===== src/rtl/sub_share_arbiter.sv =====
// Two-requester front end for one shared 64-bit subtractor: burst-limited round-robin
// grant, operand capture, one-cycle compute, registered valid/ready result.
// Optional build macro SUB_ARB_FLAGS_EN adds the {N,Z,C,V} result flags.

module Sixty_Four_Bit_Subtractor (
  input  logic [63:0] a,
  input  logic [63:0] b,
  input  logic        carry_in,
  output logic [63:0] diff,
  output logic        borrow_out
);

  // carry_in acts as a borrow-in; borrow_out is set when a < b + carry_in.
  assign {borrow_out, diff} = {1'b0, a} - {1'b0, b} - {64'd0, carry_in};

endmodule

module sub_share_arbiter #(
  parameter logic FIRST_PRI = 1'b0,
  parameter int   BURST_LEN = 1
) (
  input  logic        clk,
  input  logic        reset,
  input  logic        req0_valid,
  output logic        req0_ready,
  input  logic [63:0] req0_a,
  input  logic [63:0] req0_b,
  input  logic        req1_valid,
  output logic        req1_ready,
  input  logic [63:0] req1_a,
  input  logic [63:0] req1_b,
  output logic        rsp_valid,
  input  logic        rsp_ready,
  output logic        rsp_id,
  output logic [63:0] rsp_diff,
  output logic [3:0]  rsp_flags,
  output logic        busy
);

  localparam int CNT_W = $clog2(BURST_LEN + 1);

  typedef enum logic [1:0] {
    IDLE = 2'd0,
    CALC = 2'd1,
    RESP = 2'd2
  } state_t;

  state_t             state_q, state_d;
  logic [63:0]        op_a_q, op_a_d;
  logic [63:0]        op_b_q, op_b_d;
  logic               op_id_q, op_id_d;
  logic               rsp_valid_q, rsp_valid_d;
  logic               rsp_id_q, rsp_id_d;
  logic [63:0]        rsp_diff_q, rsp_diff_d;
  logic               pri_q, pri_d;
  logic [CNT_W-1:0]   cnt_q, cnt_d;
  logic               last_g_q, last_g_d;

  logic               in_idle;
  logic               any_valid;
  logic               grant_id;
  logic               accept;
  logic [CNT_W-1:0]   cnt_inc;
  logic [63:0]        sub_diff;
  logic               sub_borrow;

  Sixty_Four_Bit_Subtractor u_sub (
    .a          (op_a_q),
    .b          (op_b_q),
    .carry_in   (1'b0),
    .diff       (sub_diff),
    .borrow_out (sub_borrow)
  );

  // Readies are held low while reset is asserted so nothing is accepted on a reset edge.
  always_comb begin
    in_idle   = (state_q == IDLE) && !reset;
    any_valid = req0_valid | req1_valid;
    grant_id  = (req0_valid && req1_valid) ? pri_q : req1_valid;
    accept    = in_idle && any_valid;
  end

  always_ff @(posedge clk) begin
    if (reset) begin
      state_q <= IDLE;
    end else begin
      state_q <= state_d;
    end
  end

  always_comb begin
    state_d = state_q;
    unique case (state_q)
      IDLE:    if (accept) state_d = CALC;
      CALC:    state_d = RESP;
      RESP:    if (rsp_ready) state_d = IDLE;
      default: state_d = IDLE;
    endcase
  end

  always_comb begin
    req0_ready = accept && !grant_id;
    req1_ready = accept && grant_id;
    busy       = (state_q != IDLE);
  end

  always_comb begin
    op_a_d      = op_a_q;
    op_b_d      = op_b_q;
    op_id_d     = op_id_q;
    rsp_valid_d = rsp_valid_q;
    rsp_id_d    = rsp_id_q;
    rsp_diff_d  = rsp_diff_q;
    if (accept) begin
      op_a_d  = grant_id ? req1_a : req0_a;
      op_b_d  = grant_id ? req1_b : req0_b;
      op_id_d = grant_id;
    end
    if (state_q == CALC) begin
      rsp_valid_d = 1'b1;
      rsp_id_d    = op_id_q;
      rsp_diff_d  = sub_diff;
    end else if (state_q == RESP && rsp_ready) begin
      rsp_valid_d = 1'b0;
    end
  end

  // A requester keeps priority until it has won BURST_LEN times in a row.
  always_comb begin
    pri_d    = pri_q;
    cnt_d    = cnt_q;
    last_g_d = last_g_q;
    cnt_inc  = (grant_id == last_g_q) ? cnt_q + CNT_W'(1) : CNT_W'(1);
    if (accept) begin
      last_g_d = grant_id;
      if (cnt_inc == CNT_W'(BURST_LEN)) begin
        pri_d = ~grant_id;
        cnt_d = '0;
      end else begin
        pri_d = grant_id;
        cnt_d = cnt_inc;
      end
    end
  end

  always_ff @(posedge clk) begin
    if (reset) begin
      op_a_q      <= '0;
      op_b_q      <= '0;
      op_id_q     <= 1'b0;
      rsp_valid_q <= 1'b0;
      rsp_id_q    <= 1'b0;
      rsp_diff_q  <= '0;
      pri_q       <= FIRST_PRI;
      cnt_q       <= '0;
      last_g_q    <= FIRST_PRI;
    end else begin
      op_a_q      <= op_a_d;
      op_b_q      <= op_b_d;
      op_id_q     <= op_id_d;
      rsp_valid_q <= rsp_valid_d;
      rsp_id_q    <= rsp_id_d;
      rsp_diff_q  <= rsp_diff_d;
      pri_q       <= pri_d;
      cnt_q       <= cnt_d;
      last_g_q    <= last_g_d;
    end
  end

  assign rsp_valid = rsp_valid_q;
  assign rsp_id    = rsp_id_q;
  assign rsp_diff  = rsp_diff_q;

`ifdef SUB_ARB_FLAGS_EN
  logic [3:0] rsp_flags_q, rsp_flags_d;

  // C is the inverse of the subtractor borrow; V is signed overflow of a - b.
  always_comb begin
    rsp_flags_d = rsp_flags_q;
    if (state_q == CALC) begin
      rsp_flags_d = {sub_diff[63],
                     (sub_diff == 64'd0),
                     ~sub_borrow,
                     (op_a_q[63] != op_b_q[63]) && (sub_diff[63] != op_a_q[63])};
    end
  end

  always_ff @(posedge clk) begin
    if (reset) begin
      rsp_flags_q <= 4'b0000;
    end else begin
      rsp_flags_q <= rsp_flags_d;
    end
  end

  assign rsp_flags = rsp_flags_q;
`else
  logic unused_sub_borrow;

  assign unused_sub_borrow = sub_borrow;
  assign rsp_flags         = 4'b0000;
`endif

endmodule


===== config.mk =====
export PLATFORM = sky130hd
export DESIGN_NAME = sub_share_arbiter
export DESIGN_NICKNAME = d
export VERILOG_FILES = /design/src/rtl/sub_share_arbiter.sv
export SDC_FILE = /design/constraint.sdc
export NUM_CORES = 1
export LEC_CHECK = 0
export CAP_MARGIN = 20
export CORE_UTILIZATION = 50
export CTS_BUF_LIST = sky130_fd_sc_hd__clkbuf_8
export DETAILED_ROUTE_END_ITERATION = 8
export PLACE_DENSITY = 0.93
export SYNTH_ARGS = -nofsm -noshare
export SYNTH_HDL_FRONTEND = slang
export SYNTH_SLANG_ARGS = --single-unit

===== constraint.sdc =====
create_clock -name clk -period 5.8 [get_ports clk]
set_input_delay 0.87 -clock clk [delete_from_list [all_inputs] [get_ports clk]]
set_output_delay 0.87 -clock clk [all_outputs]
set_load 0.005 [all_outputs]

==> impl_metrics.py <==
metrics = {
    "status": {
        "status": "finished, violations left",
        "failed_checks": "DRC",
    },
    "cells_and_area": {
        "drive_gt1_frac": 0.04237,
        "area_delta_synth_final_pct": 33.97,
        "final_nets": 1917,
        "num-fill-cells": 1667,
        "multi_input_area_um2": 6321,
        "num_antenna_cells": 0,
        "register_area_um2": 3964,
    },
    "detailed_routing": {
        "wl_per_cell_um": 17.61,
        "vias_per_cell": 6.046,
        "drt-pass1-iter-count": 9,
        "drc": 7,
        "wl_um": 33100,
        "vias": 11366,
        "ant_nets": 0,
        "drt-initial-drc-count": 1100,
    },
    "sta": {
        "relSlewSlack": 0.3344,
        "period_minus_slack_ns": 3.630,
        "final-max-slew-violation-count": 0,
        "clock.fmax_ghz": 0.2755,
        "fin_crit_sh": 0.6258,
        "clock_skew_ns": 0.02054,
        "setup_viol": 0,
        "final-hold-violation-count": 0,
        "finalSetupTns_ns": 0,
        "grt_setup_unrepaired": "no",
        "worst_slew_pin_slew_ns": 0.9983,
    },
    "worst_setup_path": {
        "cp_slowest_cell": "buf_4",
        "path_cells": "buf_6, nor2_1, o21ai_4, buf_4, nor2b_4, clkdlybuf4s50_1",
        "crit_path_max_fanout": 85,
        "worstPathRequired_ns": 4.93,
        "cp_slowest_stage_delay_ns": 0.55,
        "cp-end-kind": "output pin",
        "cp_data_arrival_time_ns": 2.76,
        "criticalPathCategory": "input pin to output pin",
        "worstSetupStartpointType": "input pin",
    },
    "cts": {
        "htreeDepth": 4,
        "cts_made_buffers": 17,
        "cts_hold_buf": 0,
        "cts_tree": "yes",
        "post_cts_buffers": 0,
        "cts_resized": 0,
        "clock_sinks": 198,
        "clk_path_buf_depth": 2,
        "clk_pin_slew_ns": 0.09,
        "clockRootBuffer": "clkbuf_8",
        "insertion_delay_ns": 0.48,
    },
    "job": {
        "cap_violations": 0,
    },
    "power_and_ir_drop": {
        "total_power_uw": 4276,
        "powerDensity_nw_per_um2": 290.3,
        "ir_drop_mv": 0.1397,
        "p_leak_uw": 0.005908,
    },
    "floorplan": {
        "pin_count": 334,
        "start_util": 0.5164,
        "rows": 53,
        "core-area_um2": 21290,
        "die-height_um": 150.3,
        "dieArea_um2": 22580,
        "die-width_um": 150.3,
    },
    "global_routing": {
        "grt_pass1_wl_um": 51130,
        "antenna_found_initial": 0,
        "grt_pass1_vias": 10553,
        "overflow": 0,
        "grtUsageTotal": 0.2829,
        "grt_max_degree": 130,
    },
    "place": {
        "dp_hpwl_um": 24520,
        "port_buffers": 329,
        "gp_congestion": 0.9326,
    },
    "synth": {
        "synth-edff-count": 0,
        "syn-instance-count": 1340,
        "syn_area_um2": 10990,
        "yosysSeqAreaShare": 0.3606,
        "yosysWarnings": 0,
        "synth_top_area_cell": "dfxtp_1",
        "synthArstFlopShare": 0,
        "synthFlopType": "dfxtp_1",
        "yosysUniqueCellTypes": 74,
        "yosys-top-cells-area": "dfxtp_1 (36%), a222oi_1 (12%), ha_1 (7.2%)",
        "syn-mean-instance-area_um2": 8.204,
        "synth-seq-cells": 198,
        "yosys.area.top_type_share": 0.3606,
    },
    "worst_hold_path": {
        "hold_class": "flip-flop to flip-flop",
    },
}
-- cells by family (layout without fill, tap and decap cells) --
| kind of cell | Yosys count | count (layout) | share of synthesized area |
|---|---|---|---|
| mux | 3 | 3 | 0.002732 |
| compound gates | 427 | 427 | 0.2891 |
| buf+inv | 190 | 452 | 0.06875 |
| flops | 198 | 198 | 0.3606 |
| simple gates | 405 | 405 | 0.1636 |
| fa+ha+maj | 64 | 64 | 0.07353 |
| xor+xnor | 52 | 52 | 0.04143 |
| other cells | 1 | 4 | 0.0003411 |
-- layer usage --
| layer | part of all wire | track usage | up-vias |
|---|---|---|---|
| li1 | - | - | 5457 |
| met1 | 0.41 | 0.3415 | 5296 |
| met2 | 0.48 | 0.4933 | 536 |
| met3 | 0.072 | 0.04455 | 77 |
| met4 | 0.037 | 0.1253 | 0 |
| met5 | 0 | 0 | - |
-- area by class of cell --
class,instances,area share
multi-input combinational,955,0.4292
clock buffer,18,0.01682
tap,275,0.02336
inverter,83,0.02115
sequential,198,0.2691
clock inverter,14,0.01121
timing repair buffer,337,0.2291
-- per-stage QoR --
| stage | area [µm²] | std cells | setup slack, ns | hold slack, ns | util |
|---|---|---|---|---|---|
| global route | 14730 | 1880 | 2.009 | 0.4744 | 0.6919 |
| CTS | 14700 | 1879 | 2.172 | 0.4529 | 0.6906 |
| floorplan | 11000 | 1343 | 2.817 | 0.4323 | - |
| finish | 14730 | 1880 | 2.170 | 0.4498 | 0.6919 |
| detailed placement | 14290 | 1847 | 2.180 | 0.4398 | 0.6712 |
| global placement | 14290 | 1847 | 2.185 | 0.4335 | 0.6712 |
-- final timing paths --
| check | from | endpoint | slack, ns | cells after the start |
|---|---|---|---|---|
| setup reg to reg | op_a_q[0] | rsp_diff[56] | 2.29 | 13 |
| hold reg to reg | rsp_diff[38] | rsp_diff[38] | 0.45 | 2 |
| hold / removal | rsp_diff[38] | rsp_diff[38] | 0.45 | 2 |
| setup / recovery | reset | req0_ready | 2.17 | 6 |
-- power by group --
group	total (µW)	internal (µW)	switching, µW
sequential	1580	1500	82.6
clock	910	373	537
combinational	1780	848	935
-- sequential cells by signal, indices dropped and copies added, names as in the netlist --
signal     count
op_a_q        64
op_b_q        64
rsp_diff      64
state_q        2
last_g_q       1
pri_q          1
rsp_id         1
rsp_valid      1
-- cell usage in the layout, fill, tap and decap left out, types with 8 or more instances in the layout --
| master | Yosys | routed |
|---|---|---|
| nand2b_1 | 15 | 14 |
| nor2_1 | 169 | 168 |
| and3_1 | 8 | 8 |
| o21bai_1 | 8 | 8 |
| nand4_1 | 22 | 22 |
| a21oi_1 | 112 | 112 |
| ha_1 | 63 | 63 |
| nand2_1 | 125 | 125 |
| inv_1 | 83 | 83 |
| clkbuf_8 | 0 | 18 |
| xor2_1 | 24 | 24 |
| o211ai_1 | 8 | 8 |
| clkdlybuf4s50_1 | 0 | 328 |
| a222oi_1 | 128 | 128 |
| xnor2_1 | 28 | 28 |
| nor3_1 | 9 | 8 |
| nand3_1 | 19 | 19 |
| a211oi_1 | 8 | 8 |
| o21ai_0 | 58 | 58 |
| a21o_1 | 38 | 38 |
| dfxtp_1 | 198 | 198 |
-- cells in the mapped netlist, types with 2 or more instances --
library cell  number
and2_1             4
dfxtp_1          198
nand2_1          125
or3_1              7
nor2_1           169
clkbuf_1          81
a31oi_1            7
a22o_1             2
xor2_1            24
a21o_1            38
mux2i_1            3
nand2b_1          15
a222oi_1         128
nand3b_1           2
nor2b_1            9
xnor2_1           28
nor3b_1            2
a211oi_1           8
a31o_2             2
nand3_2            2
nor3_1             9
and3_1             8
a221o_1            2
o21bai_1           8
o21a_1             5
inv_1             83
or2_2              4
a21oi_1          112
nand4_1           22
a21boi_0           7
o211ai_1           8
o31ai_1            6
nand3_1           19
o21ai_1            7
ha_1              63
buf_2             13
buf_4              7
o221ai_1           2
o21ai_0           58
o2111ai_1          3
a221oi_1           2
buf_1              6
-- worst max-delay path: cells and delay by family --
kind	cells	cell delay, ns
AOI/OAI and AO/OA	1	0.08
buffers and inverters	3	1.49
and+or+nand+nor	2	0.25
Power figures use the tool's default switching activity.
